### src/rtl/step_move_sequencer.sv
// step_move_sequencer: command FIFO plus STEP/DIR sequencer for one stepper axis.
// The host queues {dir, count, period} moves; they run back-to-back with DIR
// setup time, pause gating from drv_en_SM between pulses, and a global abort.
// STEP is a one-clock-delayed copy of the HIGH state, so every phase length
// seen on the pin equals the time the FSM spends in that state.
// Optional build macro: STEP_SEQ_POSITION_EN adds a signed position counter
// (output position) and its pos_clear input.
module step_move_sequencer #(
    parameter int SIZE       = 16,
    parameter int FIFO_DEPTH = 4,
    parameter int DIR_SETUP  = 8,
    parameter int MIN_PERIOD = 4
) (
    input  logic                     clk,
    input  logic                     rst,
    input  logic                     cmd_valid,
    output logic                     cmd_ready,
    input  logic                     cmd_dir,
    input  logic [SIZE-1:0]          cmd_count,
    input  logic [SIZE-1:0]          cmd_period,
    input  logic                     drv_en_SM,
    input  logic                     abort,
`ifdef STEP_SEQ_POSITION_EN
    input  logic                     pos_clear,
    output logic signed [2*SIZE-1:0] position,
`endif
    output logic                     step,
    output logic                     dir,
    output logic                     busy,
    output logic                     done,
    output logic                     aborted,
    output logic [SIZE-1:0]          fifo_level
);

    localparam int AW = $clog2(FIFO_DEPTH);
    localparam logic [AW:0]     DEPTH_L  = (AW+1)'(FIFO_DEPTH);
    localparam logic [SIZE-1:0] MIN_L    = SIZE'(MIN_PERIOD);
    localparam logic [SIZE-1:0] SETUP_M1 = SIZE'(DIR_SETUP - 1);
    localparam logic [SIZE-1:0] ONE      = SIZE'(1);

    typedef enum logic [2:0] {
        S_IDLE, S_LOAD, S_DIR_WAIT, S_HIGH, S_LOW, S_DONE
    } state_t;

    state_t state_reg, state_next;

    // Command FIFO storage and bookkeeping
    logic            mem_dir    [FIFO_DEPTH];
    logic [SIZE-1:0] mem_count  [FIFO_DEPTH];
    logic [SIZE-1:0] mem_period [FIFO_DEPTH];
    logic [AW-1:0]   wr_ptr_reg, rd_ptr_reg;
    logic [AW:0]     level_reg;
    logic            push, pop;

    // Move datapath
    logic [SIZE-1:0] timer_reg, count_reg, period_reg, high_reg;
    logic            dir_reg, step_reg, done_reg, aborted_reg;

    // Head-of-queue decode used in LOAD
    logic            head_dir;
    logic [SIZE-1:0] head_count, head_period, p_clamp, p_shift, h_calc;

    // Abort wins over a same-cycle push; LOAD always has a valid head
    assign push = cmd_valid && cmd_ready && !abort;
    assign pop  = (state_reg == S_LOAD) && !abort;

    assign head_dir    = mem_dir[rd_ptr_reg];
    assign head_count  = mem_count[rd_ptr_reg];
    assign head_period = mem_period[rd_ptr_reg];
    assign p_clamp     = (head_period < MIN_L) ? MIN_L : head_period;
    assign p_shift     = p_clamp >> 2;
    assign h_calc      = (p_shift == '0) ? ONE : p_shift;

    // FIFO write port (storage has no reset; validity is tracked by level_reg)
    always_ff @(posedge clk) begin
        if (push) begin
            mem_dir[wr_ptr_reg]    <= cmd_dir;
            mem_count[wr_ptr_reg]  <= cmd_count;
            mem_period[wr_ptr_reg] <= cmd_period;
        end
    end

    // FIFO pointers and level; abort flushes everything
    always_ff @(posedge clk) begin
        if (rst || abort) begin
            wr_ptr_reg <= '0;
            rd_ptr_reg <= '0;
            level_reg  <= '0;
        end else begin
            if (push) wr_ptr_reg <= wr_ptr_reg + 1'b1;
            if (pop)  rd_ptr_reg <= rd_ptr_reg + 1'b1;
            if (push && !pop)      level_reg <= level_reg + 1'b1;
            else if (pop && !push) level_reg <= level_reg - 1'b1;
        end
    end

    // FSM state register
    always_ff @(posedge clk) begin
        if (rst) state_reg <= S_IDLE;
        else     state_reg <= state_next;
    end

    // FSM next-state logic
    always_comb begin
        state_next = state_reg;
        if (abort) begin
            state_next = S_IDLE;
        end else begin
            case (state_reg)
                S_IDLE:     if (level_reg != '0) state_next = S_LOAD;
                S_LOAD: begin
                    if (head_count == '0)       state_next = S_DONE;
                    else if (head_dir != dir_reg) state_next = S_DIR_WAIT;
                    else                        state_next = S_HIGH;
                end
                S_DIR_WAIT: if (timer_reg == '0) state_next = S_HIGH;
                S_HIGH:     if (timer_reg == '0) state_next = S_LOW;
                S_LOW: begin
                    if (timer_reg == '0) begin
                        if (count_reg == ONE) state_next = S_DONE;
                        else if (drv_en_SM)   state_next = S_HIGH;
                    end
                end
                S_DONE:     state_next = (level_reg != '0) ? S_LOAD : S_IDLE;
                default:    state_next = S_IDLE;
            endcase
        end
    end

    // FSM output logic (combinational status)
    always_comb begin
        cmd_ready = (level_reg < DEPTH_L);
        busy      = (state_reg != S_IDLE) || (level_reg != '0);
    end

    // Phase timer, pulse counter, latched command and DIR level
    always_ff @(posedge clk) begin
        if (rst) begin
            timer_reg  <= '0;
            count_reg  <= '0;
            period_reg <= '0;
            high_reg   <= '0;
            dir_reg    <= 1'b0;
        end else if (!abort) begin
            case (state_reg)
                S_LOAD: begin
                    period_reg <= p_clamp;
                    high_reg   <= h_calc;
                    count_reg  <= head_count;
                    if (head_count != '0 && head_dir != dir_reg) begin
                        dir_reg   <= head_dir;
                        timer_reg <= SETUP_M1;
                    end else begin
                        timer_reg <= h_calc - ONE;
                    end
                end
                S_DIR_WAIT: begin
                    if (timer_reg != '0) timer_reg <= timer_reg - ONE;
                    else                 timer_reg <= high_reg - ONE;
                end
                S_HIGH: begin
                    if (timer_reg != '0) timer_reg <= timer_reg - ONE;
                    else                 timer_reg <= period_reg - high_reg - ONE;
                end
                S_LOW: begin
                    if (timer_reg != '0) begin
                        timer_reg <= timer_reg - ONE;
                    end else if (count_reg != ONE && drv_en_SM) begin
                        count_reg <= count_reg - ONE;
                        timer_reg <= high_reg - ONE;
                    end
                end
                default: ;
            endcase
        end
    end

    // Registered pin-side outputs: step trails the HIGH state by one clock
    always_ff @(posedge clk) begin
        if (rst) begin
            step_reg    <= 1'b0;
            done_reg    <= 1'b0;
            aborted_reg <= 1'b0;
        end else begin
            step_reg    <= (state_reg == S_HIGH) && !abort;
            done_reg    <= (state_next == S_DONE);
            aborted_reg <= abort;
        end
    end

    assign step       = step_reg;
    assign dir        = dir_reg;
    assign done       = done_reg;
    assign aborted    = aborted_reg;
    assign fifo_level = SIZE'(level_reg);

`ifdef STEP_SEQ_POSITION_EN
    logic signed [2*SIZE-1:0] pos_reg;

    // Position tracks each HIGH entry in the current direction; clear wins
    always_ff @(posedge clk) begin
        if (rst || pos_clear) begin
            pos_reg <= '0;
        end else if (state_next == S_HIGH && state_reg != S_HIGH) begin
            if (dir_reg) pos_reg <= pos_reg + (2*SIZE)'(1);
            else         pos_reg <= pos_reg - (2*SIZE)'(1);
        end
    end

    assign position = pos_reg;
`endif

endmodule

### config.mk
export PLATFORM = sky130hd
export DESIGN_NAME = step_move_sequencer
export DESIGN_NICKNAME = d
export VERILOG_FILES = /design/src/rtl/step_move_sequencer.sv
export SDC_FILE = /design/constraint.sdc
export NUM_CORES = 1
export LEC_CHECK = 0
export CAP_MARGIN = 5
export CORE_AREA = 2 2 229 118
export CTS_CLUSTER_DIAMETER = 30
export CTS_CLUSTER_SIZE = 24
export DETAILED_ROUTE_END_ITERATION = 6
export DIE_AREA = 0 0 231 120
export PLACE_DENSITY_LB_ADDON = 0.12
export SKIP_LAST_GASP = 1
export SYNTH_ARGS = -nofsm -noshare
export SYNTH_HDL_FRONTEND = slang
export SYNTH_SLANG_ARGS = --single-unit
### constraint.sdc
create_clock -name clk -period 3.4 [get_ports clk]
set_clock_uncertainty 0.05 [all_clocks]
set_input_delay 1.02 -clock clk [delete_from_list [all_inputs] [get_ports clk]]
set_output_delay 1.02 -clock clk [all_outputs]
set_load 0.005 [all_outputs]
==> results by group <==
Outcome
  • Status: finished, final reports clean

Synthesis
  • Synth Area in Compound Gates: 0.1242
  • Xor/xnor cell area share of the yosys netlist: 0.03717
  • YS warnings: 0
  • #FFs+latches synth: 208
  • Most frequent cell after synthesis: edfxtp_1
  • Main combinational cell family by area after synthesis: simple AND/OR/NAND/NOR gates
  • Mux contribution to synthesized area: 0.08411
  • Number of synthesized flops with an enable pin: 132
  • Post-Synth Simple-Gate Area: 0.1363
  • Share of the synthesized area in the top cell type: 0.3913
  • Synth cell count leaders: edfxtp_1 (132), nand2_1 (94), nor2_1 (84)
  • Seq/Total Area, Yosys: 0.5414
  • Post-synth top area cell: edfxtp_1
  • Top area cells in the synthesized netlist: edfxtp_1 (39%), dfxtp_1 (15%), mux4_2 (5.8%)
  • Synthesized area per cell: 11.40 µm²
  • FFs w/ async S/R, synth: 0
  • Yosys cell types: 72
  • Cell count after synthesis: 889
  • Area share of fa/ha/maj cells after synthesis: 0.03359
  • Synth Flop Type: edfxtp_1
  • Cell area after synthesis: between 10000 and 15000 µm²

STA
  • Hold_ws: 0.4310 ns
  • Setup TNS: 0 ns
  • Hold Vio Cnt, Final: 0
  • RSZ-0062 raised after global routing: no
  • F_max: 314.0 MHz
  • Final Critical Period: 3.185 ns
  • Setup WS post-layout: 0.2154 ns
  • Final setup vio count: 0
  • Relative slew slack: 0.5388
  • Slew @ Worst Pin: 0.6917 ns
  • Slew Limit Fails: 0
  • Final period util: 0.9366

Floorplanning
  • Die H: ~120 µm
  • # rows: 42
  • Die area: about 28000 µm²
  • Die W: 231 µm
  • Core Region: 25850 µm²
  • Initial Util: 0.3918
  • I/O pins: 60

Routing
  • Via count: 7245
  • Post-DRT Antenna Nets: 0
  • WL/cell: 20.29 µm
  • Remaining DRCs: 0
  • DRT iter0 DRCs: 738
  • Routed vias/inst: 5.383
  • Overall routed net length: 27320 µm
  • Initial DRT Pass Iterations: 7

Power
  • Pwr dens: 545.1 nW/µm²
  • VDD IR max: 0.3986 mV
  • Leak: 4.256 nW

Layout
  • Ant diodes: 0
  • Non-filler cells, final: 1346
  • Fillers: 2412
  • Register Area: between 5000 and 6000 µm²
  • Top Registers: mem_count x64, mem_period x64
  • Final Instance Area: 12310 µm²
  • Share of cells above drive strength 1: 0.1620
  • Area of the multi-input gates: 4278 µm²
  • Area Overhead vs Synth: 21.49%
  • Final nets: 1035

Clock network
  • Clock transition at the registers of the reported paths: ~0.07 ns
  • Worst-case clock buffer depth: 3
  • Worst-Skew Late Latency: about 0.58 ns
  • Clock sinks: between 200 and 250
  • CTS Buf Count: 30
  • Clk root buf: clkbuf_16
  • Cts hold-fix bufs: 0
  • Max H-tree Level: 1
  • CTS tree: yes

Global route
  • First-pass GRT wire length: 42250 µm
  • Gr usage total: 0.2024
  • Remaining Overflow, GRT: 0
  • Largest net degree at the start of global routing: 62
  • Vias in the first global route: just under 7000
  • Initial antenna violation count: 0

Worst setup path
  • Crit-path slowest cell: mux4_2
  • Critical Path RT: 3.74 ns
  • CP Class: register to register
  • Crit-path max FO: 6
  • Worst path cell trace: buf_4 > mux4_2 > or3_1 > nand3b_1 > nor2_1 > nor2_1 > ha_1 > inv_1 > nor4b_4 > a31oi_1 > a211oi_1
  • Slowest cell delay on critical path: about 0.53 ns
  • Critical Path AT: 3.52 ns
  • CP startpoint kind: register
  • CP Capture Type: register
  • Top delay family on crit path: simple AND/OR/NAND/NOR gates
  • Most Frequent Cell on Critical Path: nor2_1
  • Worst Path Buf+Inv: 2

Placement
  • Dpl hpwl: between 15000 and 20000 µm
  • GPL Wtd Cong: 0.9119
  • Worst slack, placed: approximately 0.16 ns
  • Placed Area: 11200 µm²
  • Dpl cells: 1290
  • Number of port buffers: 46

Worst hold path
  • Class of the tightest hold or removal check: register to register
  • Hold wc startpoint: period_reg[4]

Flow run
  • Max_cap viols: 0
==> repair_timing <==
action | 4_1_cts | 5_1_grt
pin swaps | 1 | 1
endpoints found under the hold margin | 0 | 0
setup buffers | 1 | 0
gates resized for setup | 1 | 5
setup endpoints to repair | 1 | 2
==> placed cells by master, fill, tap and decap left out, types with 5 or more instances in the layout <==
cell             count
a211oi_1            22
a21oi_1             66
nand3_1             13
buf_4               43
o31ai_1              8
inv_1               32
bufinv_16            5
o22ai_1             12
mux4_2              26
ha_1                24
a31oi_1              6
xnor2_1             27
or2_2                8
or3_1               10
mux4_1               7
nand2b_1             6
or4_1                6
dfxtp_1             73
nand2_1             94
o221ai_1             5
nor3_1              21
nor4_1               6
a22oi_1              6
clkbuf_16           30
mux2i_1              6
nor2_1              84
clkdlybuf4s50_1     44
conb_1              13
buf_12               6
edfxtp_1           132
xor2_1              16
o21ai_0             32
==> final timing paths <==
kind / endpoint / slack, ns / cells after the start
min: period_reg[4] / 0.43 / 2
max reg2reg: timer_reg[15] / 0.22 / 11
min reg2reg: period_reg[4] / 0.43 / 2
max: timer_reg[15] / 0.22 / 11
==> final cells by class <==
type / count / area share
Multi-Input combinational cell: 604 / 0.3476
Clock inverter: 24 / 0.02643
Clock buffer: 31 / 0.06130
Inverter: 32 / 0.009759
Timing Repair Buffer: 95 / 0.07319
Sequential cell: 208 / 0.4460
Tap cell: 352 / 0.03578
==> worst reg2reg max path: cells and delay by family (launching register included) <==
family	cells	cell delay (ns)
AOI/OAI and AO/OA	2	0.62
DFF	1	0.37
muxes	1	0.53
and+or+nand+nor	5	0.92
adders and majority gates	1	0.20
buffers and inverters	2	0.31
==> stage by stage <==
| stage | power (mW) | util |
|---|---|---|
| floorplan | 3.231 | - |
| global placement | 3.478 | 0.4332 |
| detailed placement | 3.470 | 0.4332 |
| CTS | 6.761 | 0.4755 |
| global route | 6.961 | 0.4760 |
| finish | 6.709 | 0.4760 |
==> layer usage <==
layer | wire (µm) | track usage | vias up
li1 | - | - | 3488
met1 | 15170 | 0.3499 | 3485
met2 | 9448 | 0.2320 | 248
met3 | 2446 | 0.06464 | 24
met4 | 256 | 0.03065 | 0
met5 | 0 | 0 | -
==> kinds of logic (layout without fill, tap and decap cells) <==
family,count (synthesis),after routing
flops,208,208
simple gates,284,284
xor+xnor,43,43
compound gates,197,197
other cells,1,13
buf+inv,89,182
fa+ha+maj,26,26
mux,41,41
==> where the power goes <==
group          internal, mW  switching, mW
clock                  2.03           1.24
sequential             2.73         0.0350
combinational         0.273          0.397
(Power assumes the default switching activity.)
